==> src/rtl/fb_write_scheduler.sv <==
// Framebuffer write scheduler: turns CPU pixel, fill and swap commands
// into one-pixel-per-cycle framebuffer writes and vsync-aligned swaps.
//
// Ports:
//   CLK, RESET             clock, async active-high reset
//   CMD_VALID/CMD_READY    command handshake (ready only when idle)
//   CMD_ADDR[11:0]         pixel index
//   CMD_DATA[6:0]          [6]=swap, [6:5]=01 fill, 00 pixel; [2:0] colour
//   VSYNC                  active-low vsync, asynchronous to CLK
//   FB_WE/WADDR/WDATA      framebuffer write port
//   FB_WSEL, DISP_SEL      write-target and scan-out buffer selects
//   SWAP_DONE              one-cycle pulse on each buffer swap
//   OOB_ERR                sticky: an out-of-range pixel write was dropped
module fb_write_scheduler #(
    parameter int FB_WIDTH  = 64,
    parameter int FB_HEIGHT = 48
) (
    input  logic        CLK,
    input  logic        RESET,
    input  logic        CMD_VALID,
    output logic        CMD_READY,
    input  logic [11:0] CMD_ADDR,
    input  logic [6:0]  CMD_DATA,
    input  logic        VSYNC,
    output logic        FB_WE,
    output logic [11:0] FB_WADDR,
    output logic [2:0]  FB_WDATA,
    output logic        FB_WSEL,
    output logic        DISP_SEL,
    output logic        SWAP_DONE,
    output logic        OOB_ERR
);

    localparam int          FB_DEPTH  = FB_WIDTH * FB_HEIGHT;
    localparam logic [11:0] LAST_ADDR = 12'(FB_DEPTH - 1);

    typedef enum logic [1:0] {
        IDLE,
        WRITE,
        FILL,
        SWAP_WAIT
    } state_t;

    state_t      state;
    state_t      state_nx;

    logic        vs_s1;
    logic        vs_s2;
    logic        vs_d;
    logic        vs_fall;

    logic [11:0] addr_q;
    logic [2:0]  color_q;
    logic        pix_oob;
    logic [11:0] fill_cnt;
    logic        disp_q;
    logic        swap_done_q;
    logic        oob_q;

    logic        accept;
    logic        cmd_swap;
    logic        cmd_fill;
    logic        cmd_pix;
    logic        cmd_oob;
    logic        fill_last;
    logic        swap_fire;

    logic        unused_bits;
    assign unused_bits = ^CMD_DATA[4:3];

    // vs_d holds the previous synchronized level for edge detection
    assign vs_fall   = vs_d & ~vs_s2;

    assign accept    = CMD_VALID && (state == IDLE);
    assign cmd_swap  = CMD_DATA[6];
    assign cmd_fill  = ~CMD_DATA[6] & CMD_DATA[5];
    assign cmd_pix   = ~CMD_DATA[6] & ~CMD_DATA[5];
    assign cmd_oob   = {20'd0, CMD_ADDR} >= 32'(FB_DEPTH);
    assign fill_last = (fill_cnt == LAST_ADDR);
    // only edges seen while waiting count; one already past is ignored
    assign swap_fire = (state == SWAP_WAIT) && vs_fall;

    always_ff @(posedge CLK or posedge RESET) begin
        if (RESET) begin
            state <= IDLE;
        end else begin
            state <= state_nx;
        end
    end

    always_comb begin
        state_nx  = state;
        CMD_READY = 1'b0;
        FB_WE     = 1'b0;
        FB_WADDR  = addr_q;
        FB_WDATA  = color_q;
        case (state)
            IDLE: begin
                CMD_READY = 1'b1;
                if (accept) begin
                    if (cmd_swap) begin
                        state_nx = SWAP_WAIT;
                    end else if (cmd_fill) begin
                        state_nx = FILL;
                    end else begin
                        state_nx = WRITE;
                    end
                end
            end
            WRITE: begin
                FB_WE    = ~pix_oob;
                state_nx = IDLE;
            end
            FILL: begin
                FB_WE    = 1'b1;
                FB_WADDR = fill_cnt;
                if (fill_last) begin
                    state_nx = IDLE;
                end
            end
            SWAP_WAIT: begin
                if (vs_fall) begin
                    state_nx = IDLE;
                end
            end
            default: begin
                state_nx = IDLE;
            end
        endcase
    end

    always_ff @(posedge CLK or posedge RESET) begin
        if (RESET) begin
            vs_s1       <= 1'b1;
            vs_s2       <= 1'b1;
            vs_d        <= 1'b1;
            addr_q      <= '0;
            color_q     <= '0;
            pix_oob     <= 1'b0;
            fill_cnt    <= '0;
            disp_q      <= 1'b0;
            swap_done_q <= 1'b0;
            oob_q       <= 1'b0;
        end else begin
            vs_s1       <= VSYNC;
            vs_s2       <= vs_s1;
            vs_d        <= vs_s2;
            swap_done_q <= swap_fire;
            if (swap_fire) begin
                disp_q <= ~disp_q;
            end
            if (accept && !cmd_swap) begin
                addr_q   <= CMD_ADDR;
                color_q  <= CMD_DATA[2:0];
                pix_oob  <= cmd_pix & cmd_oob;
                fill_cnt <= '0;
            end
            if (accept && cmd_pix && cmd_oob) begin
                oob_q <= 1'b1;
            end
            // counter parks on the last address instead of wrapping
            if (state == FILL && !fill_last) begin
                fill_cnt <= fill_cnt + 12'd1;
            end
        end
    end

    assign DISP_SEL  = disp_q;
    assign FB_WSEL   = ~disp_q;
    assign SWAP_DONE = swap_done_q;
    assign OOB_ERR   = oob_q;

endmodule

==> config.mk <==
export PLATFORM = sky130hd
export DESIGN_NAME = fb_write_scheduler
export DESIGN_NICKNAME = d
export VERILOG_FILES = /design/src/rtl/fb_write_scheduler.sv
export SDC_FILE = /design/constraint.sdc
export NUM_CORES = 1
export LEC_CHECK = 0
export CORE_MARGIN = 3
export CORE_UTILIZATION = 44
export CTS_CLUSTER_DIAMETER = 40
export DETAILED_ROUTE_END_ITERATION = 8
export MAX_ROUTING_LAYER = met4
export PLACE_DENSITY = 0.8
export SYNTH_ARGS = -nofsm -noshare
export SYNTH_HDL_FRONTEND = slang
export SYNTH_SLANG_ARGS = --single-unit
==> constraint.sdc <==
create_clock -name CLK -period 1.9 [get_ports CLK]
set_input_delay 0.475 -clock CLK [delete_from_list [all_inputs] [get_ports CLK]]
set_output_delay 0.475 -clock CLK [all_outputs]
set_load 0.03 [all_outputs]
# Word level (Yosys, flattened, before mapping)
# Index checks and enable logic that the tools add are counted.
[totals]
reg_bits = 36
input_bits = 23
out_inout_bits = 21
wordCells = 51
[classes]
add_sub_neg = 1
magnitude_cmp = 1
eq_ne = 7
muxes = 11
bitwise_logic = 9
n_reduce_logical = 11
[ops]
columns = ["op", "n"]
rows = [
  ["12-bit two-way mux", 3],
  ["12-bit by 1-bit adder with 12-bit output (second input constant)", 1],
  ["12-bit == test (second input constant)", 1],
  ["12-bit >= comparator (second input constant)", 1],
  ["2-bit two-way mux", 5],
  ["2-bit one-hot mux with 4 select lines", 1],
  ["1-bit logical AND", 6],
  ["2-bit inequality test (second input constant)", 3],
  ["1-bit NOT", 5],
  ["1-bit AND", 4],
  ["2-bit == test (second input constant)", 2],
  ["3-bit AND reduction", 1],
  ["2-bit by 1-bit == test with 1-bit output (second input constant)", 1],
  ["1-bit zero test", 2],
  ["2-bit zero test", 1],
  ["1-bit one-hot mux with 2 select lines", 1],
  ["2-bit nonzero test", 1],
  ["1-bit two-way mux", 1],
]

# Logic depth before layout (Yosys ltp)
[logic_depth]
word_depth = 6
depth_mapped = 8
depth_no_buf = 6

# Worst setup path after synthesis
# No wires, ideal clock.
[synth_timing]
kind = "reg2out"
start = "reg state[0]"
end = "out FB_WE"
t_arrival_ns = 1.755
path_slack_ns = -0.330
stages_incl_launch_ff = 6
cell_sequence = "dfrtp_1 > inv_1 > ha_1 > clkbuf_1 > inv_1 > a21boi_0"
[synth_via]
elab_chain_cells = 2
[synth_rtl]
columns = ["element", "line_no", "rtl"]
rows = [
  ["start, declared", "44", "state_t state;"],
  ["start signal, assigned", "87", "state <= state_nx;"],
  ["2-bit == test or 2-bit by 1-bit == test with 1-bit output (tied branches)", "97", "case (state)"],
  ["1-bit one-hot mux with 2 select lines (*)", "97", ""],
  ["end, declared", "25", "output logic FB_WE,"],
]
# Mark *: on every way between the ends. The rest lies on a longest branch, timed or not.

# Worst setup path after layout
[layout_timing]
start = "reg state[0]"
end = "out FB_WADDR[3]"
[layout_via]
elab_chain_cells = 2
[layout_rtl]
columns = ["element", "line_no", "rtl"]
rows = [
  ["2-bit == test", "97", ""],
  ["12-bit two-way mux", "97", ""],
  ["end, declared", "26", "output logic [11:0] FB_WADDR,"],
]
# No other way between the ends.

==> summary.md <==
| Metric | Value |
|---|---|
| Core area | `3770 um2` |
| Sw Pwr | `1800 uW` |
| Fillers | `267` |
| Worst Max-Slew Pin Slew | `0.340 ns` |
| Rel. slew slack | `77.1%` |
| Starting Density | `47.2%` |
| DR vias | `1,540` |
| Num CTS Buffers | `5` |
| Global route overflow | `0` |
| Final Cycle Share | `106%` |
| R2R Setup Slk | `0.11 ns` |
| Fin. Hold Viols | `0` |
| Clock sinks | `36` |
| Number of global-route vias before repair | `1,470` |
| First-pass DRT Iterations | `4` |
| Status | `finished with violations` |
| Share of cells above drive strength 1 | `27.7%` |
| Post-route antenna net violation count | `0` |
| Die span in x | `69.6 um` |
| R2R cell count | `8` |
| Detailed router's first-iteration violation count | `54` |
| Pre-CTS WS | `-0.281 ns` |
| # DRC | `0` |
| Combinational share of power | `57.1%` |
| Post-synthesis sequential area ratio | `50.8%` |
| Die area | `4840 um2` |
| Post-synthesis adder-cell area fraction | `4.22%` |
| Via/cell ratio | `5.12` |
| Nets | `281` |
| Post-Route WL | `4.00 mm` |
| Yosys top cell area share | `46.4%` |
| Yosys warning total | `0` |
| CTS Root Buffer Type | `clkbuf_8` |
| First-pass GRT wire length | `6.78 mm` |
| Worst setup EP type | `output port` |
| PnR worst setup slack | `-0.106 ns` |
| Sequential share of power | `27.0%` |
| Sw frac | `39.1%` |
| Main combinational cell family by area after synthesis | `simple AND/OR/NAND/NOR gates` |
| Failing checks | `negative setup slack` |
| Setup TNS | `-1.09 ns` |
| Maxcap violations | `0` |
| Max IR drop VDD | `955 uV` |
| WS Path Type | `reg2out` |
| Wire per inst | `13.3 um` |
| Clk pwr share | `16.0%` |
| Endpoints failing setup | `13` |
| Clock transition at path regs | `0.07 ns` |
| Post-synthesis compound-gate area fraction | `10.3%` |
| Final RePlAce weighted congestion | `0.918` |
| Skew-Pair Late Insertion Delay | `0.29 ns` |
| Cell taking the most area after synthesis | `dfrtp_1` |
| Hold Path Class | `reg2reg` |
| CTS Buffer Depth | `2` |
| Total power | `4600 uW` |
| P&R area growth vs syn | `49.2%` |
| Worst Path Required | `1.42 ns` |
| Avg Cell Area, Syn | `9.46 um2` |
| Initial antenna violation count | `0` |
| Max frequency | `499 MHz` |
| Final HPWL DP | `2.67 mm` |
| Largest net degree at the start of global routing | `37` |
| Synthesized area | `1780 um2` |
| Number of synthesized flops with an enable pin | `0` |
| Post-synthesis mux area share | `9.92%` |
| Simple-gate share of the synthesized area | `20.3%` |
| Post-Syn Nets | `217` |
| Power Density | `1730 nW/um2` |
| Max Transition Viols Final | `0` |
| Static Leakage | `0.00127 uW` |
| Top-count cell post-synth | `nand2_1` |
| CP max FO | `7` |
| Worst Path Arrival | `1.53 ns` |
| FP Rows | `22` |
| Post-synthesis xor/xnor area fraction | `0.985%` |
| Netlist cell types | `29` |
| Asr flop ratio synth | `100%` |
| Startpoint types | `flip-flop` |
| Internal | `2800 uW` |
| Hold-critical path depth | `0` |
| CTS tree | `built` |
| Global Route Usage Sum | `18.2%` |
| # IOs | `44` |
| Die Y | `69.6 um` |
| Top cells by count, synth | `57 x nand2_1, 33 x dfrtp_1, 13 x mux2_2, 9 x inv_1, 7 x o21ai_0` |
| RSZ-0062 raised after global routing | `yes` |
| Seq cells post-synth | `36` |
| H-tree levels | `2` |
| ANT cells | `0` |
| Top post-synthesis cells by area | `dfrtp_1 46%, nand2_1 12%, mux2_2 8.2%` |
| Primary FF master, synth | `dfrtp_1` |
| Min Tclk post-route | `2.01 ns` |
| Cells after synthesis | `188` |
| IO buf count | `41` |
| Clock skew | `0.00399 ns` |
## logic make-up after synthesis
group	count (synthesis)
multiplexers	16
buffers and inverters	16
adder cells (fa/ha/maj)	6
AND/OR/NAND/NOR	84
XOR/XNOR	2
AO/OA/AOI/OAI	28
flip-flops	36
## sequential cells by signal, indices dropped and copies added, names as in the netlist
name,flops
OOB_ERR,1
FB_WDATA,3
addr_q,12
SWAP_DONE,1
state,2
vs_d,1
vs_s2,1
fill_cnt,12
pix_oob,1
vs_s1,1
DISP_SEL,1
## critical path, stage by stage, from the launching register on
cell and delay (ns):
dfrtp_1 0.40, inv_2 0.08, ha_4 0.17, buf_12 0.14
mux2_4 0.31, buf_6 0.14
## layer usage
metal	track usage, %	vias up	routed length (um)
li1	-	766	-
met3	4.20	10	201
met2	26.4	42	1810
met4	7.81	0	73
met1	24.6	722	1910
met5	-	-	0
## layout by cell type (no fill, tap or decap), types with 3 or more instances in the layout
cell type / synthesis / routed
a21oi_1: 5 / 5
a31oi_1: 6 / 6
buf_4: 0 / 20
buf_6: 0 / 14
clkbuf_8: 0 / 7
clkdlybuf4s50_1: 0 / 26
dfrtp_1: 33 / 33
dfstp_2: 3 / 3
ha_1: 6 / 5
inv_1: 9 / 7
mux2_4: 0 / 12
mux2i_1: 3 / 3
nand2_1: 57 / 56
nand2b_1: 4 / 4
nand3_1: 5 / 5
nand4_1: 3 / 3
nor2_1: 6 / 6
nor3_1: 3 / 3
o21ai_0: 7 / 7
or2_2: 3 / 3
## metrics by stage
stage	hold WS, ns	area (um2)	instances	util (%)
2_1_floorplan	0.345	1780	188	-
3_3_place_gp	0.346	2390	290	63.4
3_5_place_dp	0.347	2390	290	63.4
4_1_cts	0.357	2620	299	69.4
5_1_grt	0.361	2660	301	70.4
6_report	0.357	2660	301	70.4
## cell type report
class | count | area, um2 | area share, %
timing repair buffer | 64 | 644 | 24.3
clock buffer | 7 | 96.3 | 3.63
tap | 48 | 60.1 | 2.26
sequential | 36 | 905 | 34.1
clock inverter | 1 | 30.0 | 1.13
inverter | 9 | 33.8 | 1.27
multi-input combinational | 136 | 886 | 33.4
## path summary, 6_finish.rpt
path | from | to
max in group asynchronous | RESET | vs_d$_DFF_PP1_
worst max-delay path | state[0]$_DFFE_PP0P_ | FB_WADDR[3]
min in group asynchronous | RESET | fill_cnt[10]$_DFFE_PP0P_
worst min-delay path | vs_s1$_DFF_PP1_ | vs_s2$_DFF_PP1_
worst max register to register | state[0]$_DFFE_PP0P_ | fill_cnt[4]$_DFFE_PP0P_
worst min register to register | vs_s1$_DFF_PP1_ | vs_s2$_DFF_PP1_
## power groups by stage
| stage | Clock (uW) | Combinational, uW | Sequential (uW) |
|---|---|---|---|
| after detailed placement | 0 | 2280 | 1230 |
| after global routing | 789 | 2800 | 1290 |
| after global placement | 0 | 2260 | 1220 |
| after CTS | 750 | 2570 | 1230 |
| after floorplan | 0 | 1280 | 1330 |
| final | 735 | 2630 | 1240 |
## repair_timing
| action | 4_1_cts | 5_1_grt |
|---|---|---|
| setup endpoints to repair | 14 | 21 |
| resized for setup | 102 | 5 |
| gates cloned | 1 | 0 |
| setup buffers | 0 | 2 |
| pin swaps | 1 | 0 |
| hold buffers | 0 | 0 |
No activity file was read; power rests on OpenSTA's default activity.
